### src/rtl/a2d_resp_if.sv
// SPI pin bundle between the A2D master and the responder.
interface a2d_resp_if;
  logic SS_n;
  logic SCLK;
  logic MOSI;
  logic MISO;

  modport master (output SS_n, output SCLK, output MOSI, input MISO);
  modport slave  (input SS_n, input SCLK, input MOSI, output MISO);
endinterface

### src/rtl/a2d_resp.sv
// SPI mode-0 responder for the A2D link: latches a channel command per frame
// and returns the 12-bit value of the channel addressed by the previous frame.
module a2d_resp #(
  parameter logic [2:0] RESET_CHNNL = 3'd0
) (
  input  logic        clk,
  input  logic        rst_n,
  a2d_resp_if.slave   spi,
  input  logic [11:0] CH0,
  input  logic [11:0] CH1,
  input  logic [11:0] CH2,
  input  logic [11:0] CH3,
  input  logic [11:0] CH4,
  input  logic [11:0] CH5,
  input  logic [11:0] CH6,
  input  logic [11:0] CH7,
  output logic [2:0]  chnnl,
  output logic        frm_done,
  output logic        frm_err
);

  typedef enum logic [1:0] {WAIT_HI, IDLE, SHIFT} state_t;

  state_t      r_state, w_state_nxt;
  logic [2:0]  r_ss, r_sclk, r_mosi;   // [0],[1] synchronisers, [2] edge-detect stage
  logic [2:0]  r_vld;
  logic [15:0] r_tx, w_tx_nxt;
  logic [15:0] r_rx, w_rx_nxt;
  logic [4:0]  r_cnt, w_cnt_nxt;
  logic        r_done_p, w_done_nxt;
  logic        r_err_p, w_err_nxt;
  logic        r_miso;
  logic [2:0]  r_chnnl;
  logic [11:0] w_ch [8];
  logic        w_ss_fall, w_ss_rise, w_sclk_rise, w_sclk_fall;

  assign w_ch[0] = CH0;
  assign w_ch[1] = CH1;
  assign w_ch[2] = CH2;
  assign w_ch[3] = CH3;
  assign w_ch[4] = CH4;
  assign w_ch[5] = CH5;
  assign w_ch[6] = CH6;
  assign w_ch[7] = CH7;

  always_ff @(posedge clk or negedge rst_n) begin
    if (!rst_n) begin
      r_ss   <= 3'b111;
      r_sclk <= 3'b000;
      r_mosi <= 3'b000;
      r_vld  <= 3'b000;
    end else begin
      r_ss   <= {r_ss[1:0], spi.SS_n};
      r_sclk <= {r_sclk[1:0], spi.SCLK};
      r_mosi <= {r_mosi[1:0], spi.MOSI};
      r_vld  <= {r_vld[1:0], 1'b1};
    end
  end

  assign w_ss_fall   =  r_ss[2]   & ~r_ss[1];
  assign w_ss_rise   = ~r_ss[2]   &  r_ss[1];
  assign w_sclk_rise = ~r_sclk[2] &  r_sclk[1];
  assign w_sclk_fall =  r_sclk[2] & ~r_sclk[1];

  always_ff @(posedge clk or negedge rst_n) begin
    if (!rst_n) begin
      r_state  <= WAIT_HI;
      r_tx     <= 16'h0000;
      r_rx     <= 16'h0000;
      r_cnt    <= 5'd0;
      r_done_p <= 1'b0;
      r_err_p  <= 1'b0;
    end else begin
      r_state  <= w_state_nxt;
      r_tx     <= w_tx_nxt;
      r_rx     <= w_rx_nxt;
      r_cnt    <= w_cnt_nxt;
      r_done_p <= w_done_nxt;
      r_err_p  <= w_err_nxt;
    end
  end

  always_comb begin
    w_state_nxt = r_state;
    w_tx_nxt    = r_tx;
    w_rx_nxt    = r_rx;
    w_cnt_nxt   = r_cnt;
    w_done_nxt  = 1'b0;
    w_err_nxt   = 1'b0;
    case (r_state)
      WAIT_HI: begin
        // Sync reset values look like "SS_n high"; only trust the pin once
        // it has actually propagated through the whole sync chain.
        if (r_vld[2] && r_ss[2]) w_state_nxt = IDLE;
      end
      IDLE: begin
        if (w_ss_fall) begin
          w_tx_nxt    = {4'h0, w_ch[r_chnnl]};
          w_cnt_nxt   = 5'd0;
          w_state_nxt = SHIFT;
        end
      end
      SHIFT: begin
        if (w_ss_rise) begin
          w_done_nxt  = (r_cnt == 5'd16);
          w_err_nxt   = (r_cnt != 5'd16);
          w_state_nxt = IDLE;
        end else if (w_sclk_rise) begin
          w_rx_nxt = {r_rx[14:0], r_mosi[1]};
          if (r_cnt != 5'd17) w_cnt_nxt = r_cnt + 5'd1;
        end else if (w_sclk_fall && r_cnt != 5'd0) begin
          w_tx_nxt = {r_tx[14:0], 1'b0};
        end
      end
      default: w_state_nxt = WAIT_HI;
    endcase
  end

  // Output stage: one clk behind the internal action.
  always_ff @(posedge clk or negedge rst_n) begin
    if (!rst_n) begin
      r_miso   <= 1'b0;
      frm_done <= 1'b0;
      frm_err  <= 1'b0;
      r_chnnl  <= RESET_CHNNL;
    end else begin
      r_miso   <= (r_state == SHIFT) ? r_tx[15] : 1'b0;
      frm_done <= r_done_p;
      frm_err  <= r_err_p;
      if (r_done_p) r_chnnl <= r_rx[13:11];
    end
  end

  assign spi.MISO = r_miso;
  assign chnnl    = r_chnnl;

endmodule

### src/flat_wrapper.sv
// flat-port wrapper written by rule: the top's interface ports become plain ports
module a2d_resp_flat 
#(
  parameter logic [2:0] RESET_CHNNL = 3'd0
)
  (clk, rst_n, CH0, CH1, CH2, CH3, CH4, CH5, CH6, CH7, chnnl, frm_done, frm_err, spi_SS_n, spi_SCLK, spi_MOSI, spi_MISO);
  a2d_resp_if spi_i ();
  input  logic clk;
  input  logic rst_n;
  input  logic [11:0] CH0;
  input  logic [11:0] CH1;
  input  logic [11:0] CH2;
  input  logic [11:0] CH3;
  input  logic [11:0] CH4;
  input  logic [11:0] CH5;
  input  logic [11:0] CH6;
  input  logic [11:0] CH7;
  output logic [2:0] chnnl;
  output logic frm_done;
  output logic frm_err;
  input wire logic [$bits(spi_i.SS_n)-1:0] spi_SS_n;
  input wire logic [$bits(spi_i.SCLK)-1:0] spi_SCLK;
  input wire logic [$bits(spi_i.MOSI)-1:0] spi_MOSI;
  output wire logic [$bits(spi_i.MISO)-1:0] spi_MISO;
  assign spi_i.SS_n = spi_SS_n;
  assign spi_i.SCLK = spi_SCLK;
  assign spi_i.MOSI = spi_MOSI;
  assign spi_MISO = spi_i.MISO;
  a2d_resp #(.RESET_CHNNL(RESET_CHNNL)) u_core (.clk(clk), .rst_n(rst_n), .spi(spi_i), .CH0(CH0), .CH1(CH1), .CH2(CH2), .CH3(CH3), .CH4(CH4), .CH5(CH5), .CH6(CH6), .CH7(CH7), .chnnl(chnnl), .frm_done(frm_done), .frm_err(frm_err));
endmodule
### config.mk
export PLATFORM = sky130hd
export DESIGN_NAME = a2d_resp_flat
export DESIGN_NICKNAME = d
export VERILOG_FILES = /design/src/rtl/a2d_resp_if.sv /design/src/rtl/a2d_resp.sv /design/src/flat_wrapper.sv
export SDC_FILE = /design/constraint.sdc
export NUM_CORES = 1
export LEC_CHECK = 0
export ABC_AREA = 1
export BUFFER_PORTS_ARGS = -buffer_cell sky130_fd_sc_hd__clkbuf_2
export CORE_UTILIZATION = 50
export DETAILED_ROUTE_END_ITERATION = 16
export PLACE_DENSITY = 0.79
export SLEW_MARGIN = 25
export SYNTH_ARGS = -nofsm -noshare
export SYNTH_HDL_FRONTEND = slang
export SYNTH_SLANG_ARGS = --single-unit
### constraint.sdc
create_clock -name clk -period 2.01 [get_ports clk]
set_clock_uncertainty 0.05 [all_clocks]
set_input_delay 0.1005 -clock clk [delete_from_list [all_inputs] [get_ports clk]]
set_output_delay 0.1005 -clock clk [all_outputs]
set_load 0.03 [all_outputs]
==> flow_summary_export.csv <==
group,metric,value,unit
min_path,hold_path_class,"in -> reg",
synth,ys_ff_latch,56,
synth,synth.area.mux_share,0,%
power,sw_frac_of_total,39.7,%
drt,via_count,3167,
drt,drtPass1Iterations,4,
cts,cts-root-buf,"clkbuf_8",
setup_path,rr_startpoint,"u_core.r_state[0]",
synth,synth_seq_area_share,44.4,%
sta,final_min_period_over_clock_period,89.3,%
drt,wl_per_cell,12.3,um
placed_design,gp_congestion,0.823,
placed_design,portBuffers,106,
power,comb_power_share,39.6,%
synth,synth_area,3160,sq um
setup_path,critPathMaxFanout,28,
cts,cts_tree,"yes",
power,power_density,961,nW/um^2
cts,post_cts_buffers,0,
drt,drt_iter0_drc,175,
cells_and_area,layout_commonest_cell,"nand2_1",
min_path,min_path_cells,5,
sta,hold_viol,0,
die,fp-row-count,28,
synth,yosysWarningCount,0,
power,intPower,2.23,mW
synth,avgSynthCellArea,7.06,sq um
sta,fin_ws,0.216,ns
run,maxCapViolCount,0,
cells_and_area,layout_common_cells,"nand2_1, clkbuf_2, nand3_1",
cts,clkSlewWorstSetupHoldPaths,0.10,ns
sta,tns,0,ns
synth,synth_cell_types,24,
cts,htree_levels,2,
synth,syn_nets,555,
synth,synth_top_family_by_area,"simple AND/OR/NAND/NOR gates",
cts,insertion_delay,0.31,ns
setup_path,arrival,1.97,ns
sta,min_period,1.79,ns
synth,synth_xor_area_share,0.554,%
cts,clkSinkCount,56,
cells_and_area,fill_cells,559,
power,pwr-share-seq,43.8,%
cts,cts-buffers-inserted,5,
sta,setup_viol,0,
drt,drt-total-wl,7680,um
power,switching_power,1.47,mW
synth,synth_fa_ha_area_share,2.37,%
outcome,status,"complete, no violations",
die,fp.dieW,81.5,um
synth,synth_compound_area_share,4.91,%
min_path,worstHoldEndpoint,"u_core.r_tx[0]",
setup_path,regToRegSetupSlack,0.22,ns
power,clkPwrFrac,16.6,%
grt,track_usage,23.9,%
cts,clockBufferDepth,2,
sta,clock.fmax,0.557,GHz
setup_path,r2r_cells,5,
cells_and_area,nets,654,
drt,post-route-drc-count,0,
placed_design,dp_hpwl,5570,um
synth,synthSimpleGateAreaFrac,40.3,%
sta,tightest_slew,0.597,ns
die,die_y,81.5,um
setup_path,crit_required,2.18,ns
synth,synth_cells,448,
grt,antenna_found_initial,0,
power,leakage,2.10,nW
setup_path,crit_start,"u_core.r_state[0]",
die,core,6030,sq um
grt,grt_pass1_vias,2811,
grt,grt_pass1_wl,12200,um
setup_path,path_class,"reg -> reg",
setup_path,worst_setup_path_end_kind,"register",
sta,rsz0062_at_grt,"no",
min_path,min_from,"CH5[0]",
sta,slew_viol_final,0,
sta,slew_headroom,60.2,%
setup_path,r2r_end,"u_core.r_rx[1]",
cells_and_area,diodes,0,
die,dieArea,6650,sq um
setup_path,startpoint_type,"register",
die,pin_count,107,
placed_design,pre_cts_slack,0.194,ns
drt,via_per_inst,5.08,
drt,ant_nets,0,
power,ir_worst_vdd,0.000738,V
cells_and_area,drive_above_1_share,24.6,%
die,start_util,52.5,%
cells_and_area,syn_to_final_growth,21.8,%
grt,overflow,0,
grt,grt_max_degree,49,
==> metal layers <==
layer | track usage [%] | share of wire [%]
met5 | 0 | 0
met4 | 7.68 | 1.6
met2 | 42.6 | 48
met1 | 29.2 | 46
met3 | 4.11 | 5.2
==> final cells by class <==
| type | count | area, sq um | share of cell area (%) |
|---|---|---|---|
| Multi-Input combinational cell | 343 | 1530 | 39.6 |
| Sequential cell | 56 | 1410 | 36.5 |
| Timing Repair Buffer | 118 | 643 | 16.7 |
| Tap cell | 75 | 93.8 | 2.44 |
| Inverter | 23 | 88.8 | 2.31 |
| Clock buffer | 5 | 68.8 | 1.79 |
| Clock inverter | 3 | 23.8 | 0.617 |
==> power groups by stage <==
stage / logic (mW) / clock network (mW) / registers, mW
final: 1.46 / 0.615 / 1.62
after global routing: 1.70 / 0.670 / 1.66
after CTS: 1.47 / 0.633 / 1.62
after floorplan: 1.15 / 0 / 1.61
after global placement: 1.40 / 0 / 1.63
after detailed placement: 1.46 / 0 / 1.64
==> flip-flops by register name, summed over array words and instances, names as in the netlist <==
name             count
u_core.spi.MISO      1
u_core.r_ss          3
u_core.r_tx         16
u_core.r_cnt         5
u_core.frm_err       1
u_core.r_vld         3
u_core.r_mosi        2
u_core.chnnl         3
u_core.frm_done      1
u_core.r_sclk        3
u_core.r_state       2
u_core.r_rx         14
u_core.r_done_p      1
u_core.r_err_p       1
==> worst max path at each step <==
| stage | end | slack, ns | cells past startpoint |
|---|---|---|---|
| 6_report | u_core.r_rx[1] | 0.22 | 5 |
| 3_5_place_dp | u_core.r_rx[1] | 0.19 | 5 |
| 5_1_grt | u_core.r_rx[13] | 0.01 | 5 |
| 3_3_place_gp | u_core.r_tx[5] | 0.29 | 8 |
| 2_1_floorplan | u_core.r_tx[10] | 0.52 | 11 |
| 4_1_cts | u_core.r_rx[1] | 0.21 | 5 |
==> kinds of logic (layout without fill, tap and decap cells) <==
logic type	Yosys count	after routing
adder cells (fa/ha/maj)	6	6
AO/OA/AOI/OAI	31	31
flip-flops	56	56
other	1	1
XOR/XNOR	2	2
buffers and inverters	49	149
AND/OR/NAND/NOR	303	303
==> repair_timing <==
item / in CTS / in global routing
resized for setup: 0 / 0
hold buffers: 4 / 0
endpoints found under the setup margin: 0 / 0
hold endpoints to repair: 25 / 0
==> per-stage QoR <==
stage / power (mW) / instance area (sq um) / cells / util [%] / hold slack (ns)
global route: 4.03 / 3850 / 623 / 63.9 / 0.120
detailed placement: 3.10 / 3720 / 611 / 61.7 / 0.0900
floorplan: 2.76 / 3160 / 448 / - / -0.245
global placement: 3.04 / 3720 / 611 / 61.7 / 0.0816
finish: 3.70 / 3850 / 623 / 63.9 / 0.0820
CTS: 3.73 / 3850 / 623 / 63.9 / 0.0850
==> cells in the mapped netlist <==
library cell | number | area (sq um)
nand3_1 | 87 | 435
nor2_2 | 1 | 6.26
or2_2 | 1 | 6.26
nand3_2 | 1 | 10.0
nor2_1 | 44 | 165
ha_1 | 6 | 75.1
buf_4 | 6 | 45.0
nor2_4 | 1 | 11.3
a21oi_1 | 9 | 45.0
nand2_1 | 163 | 612
o21ai_1 | 8 | 40.0
o21ai_0 | 14 | 70.1
xor2_1 | 2 | 17.5
buf_6 | 1 | 11.3
nor3_1 | 2 | 10.0
inv_1 | 20 | 75.1
nand2_2 | 3 | 18.8
dfrtp_1 | 53 | 1330
buf_2 | 11 | 55.1
inv_2 | 2 | 7.51
conb_1 | 1 | 3.75
clkbuf_1 | 8 | 30.0
dfstp_2 | 3 | 78.8
inv_4 | 1 | 6.26
==> critical path, cell delays in order, from the launching register on <==
cell and delay, ns:
dfrtp_1 0.39, inv_1 0.10, ha_1 0.23, buf_4 0.22
nand3_2 0.40, o21ai_0 0.32
No activity file was read; power rests on OpenSTA's default activity.
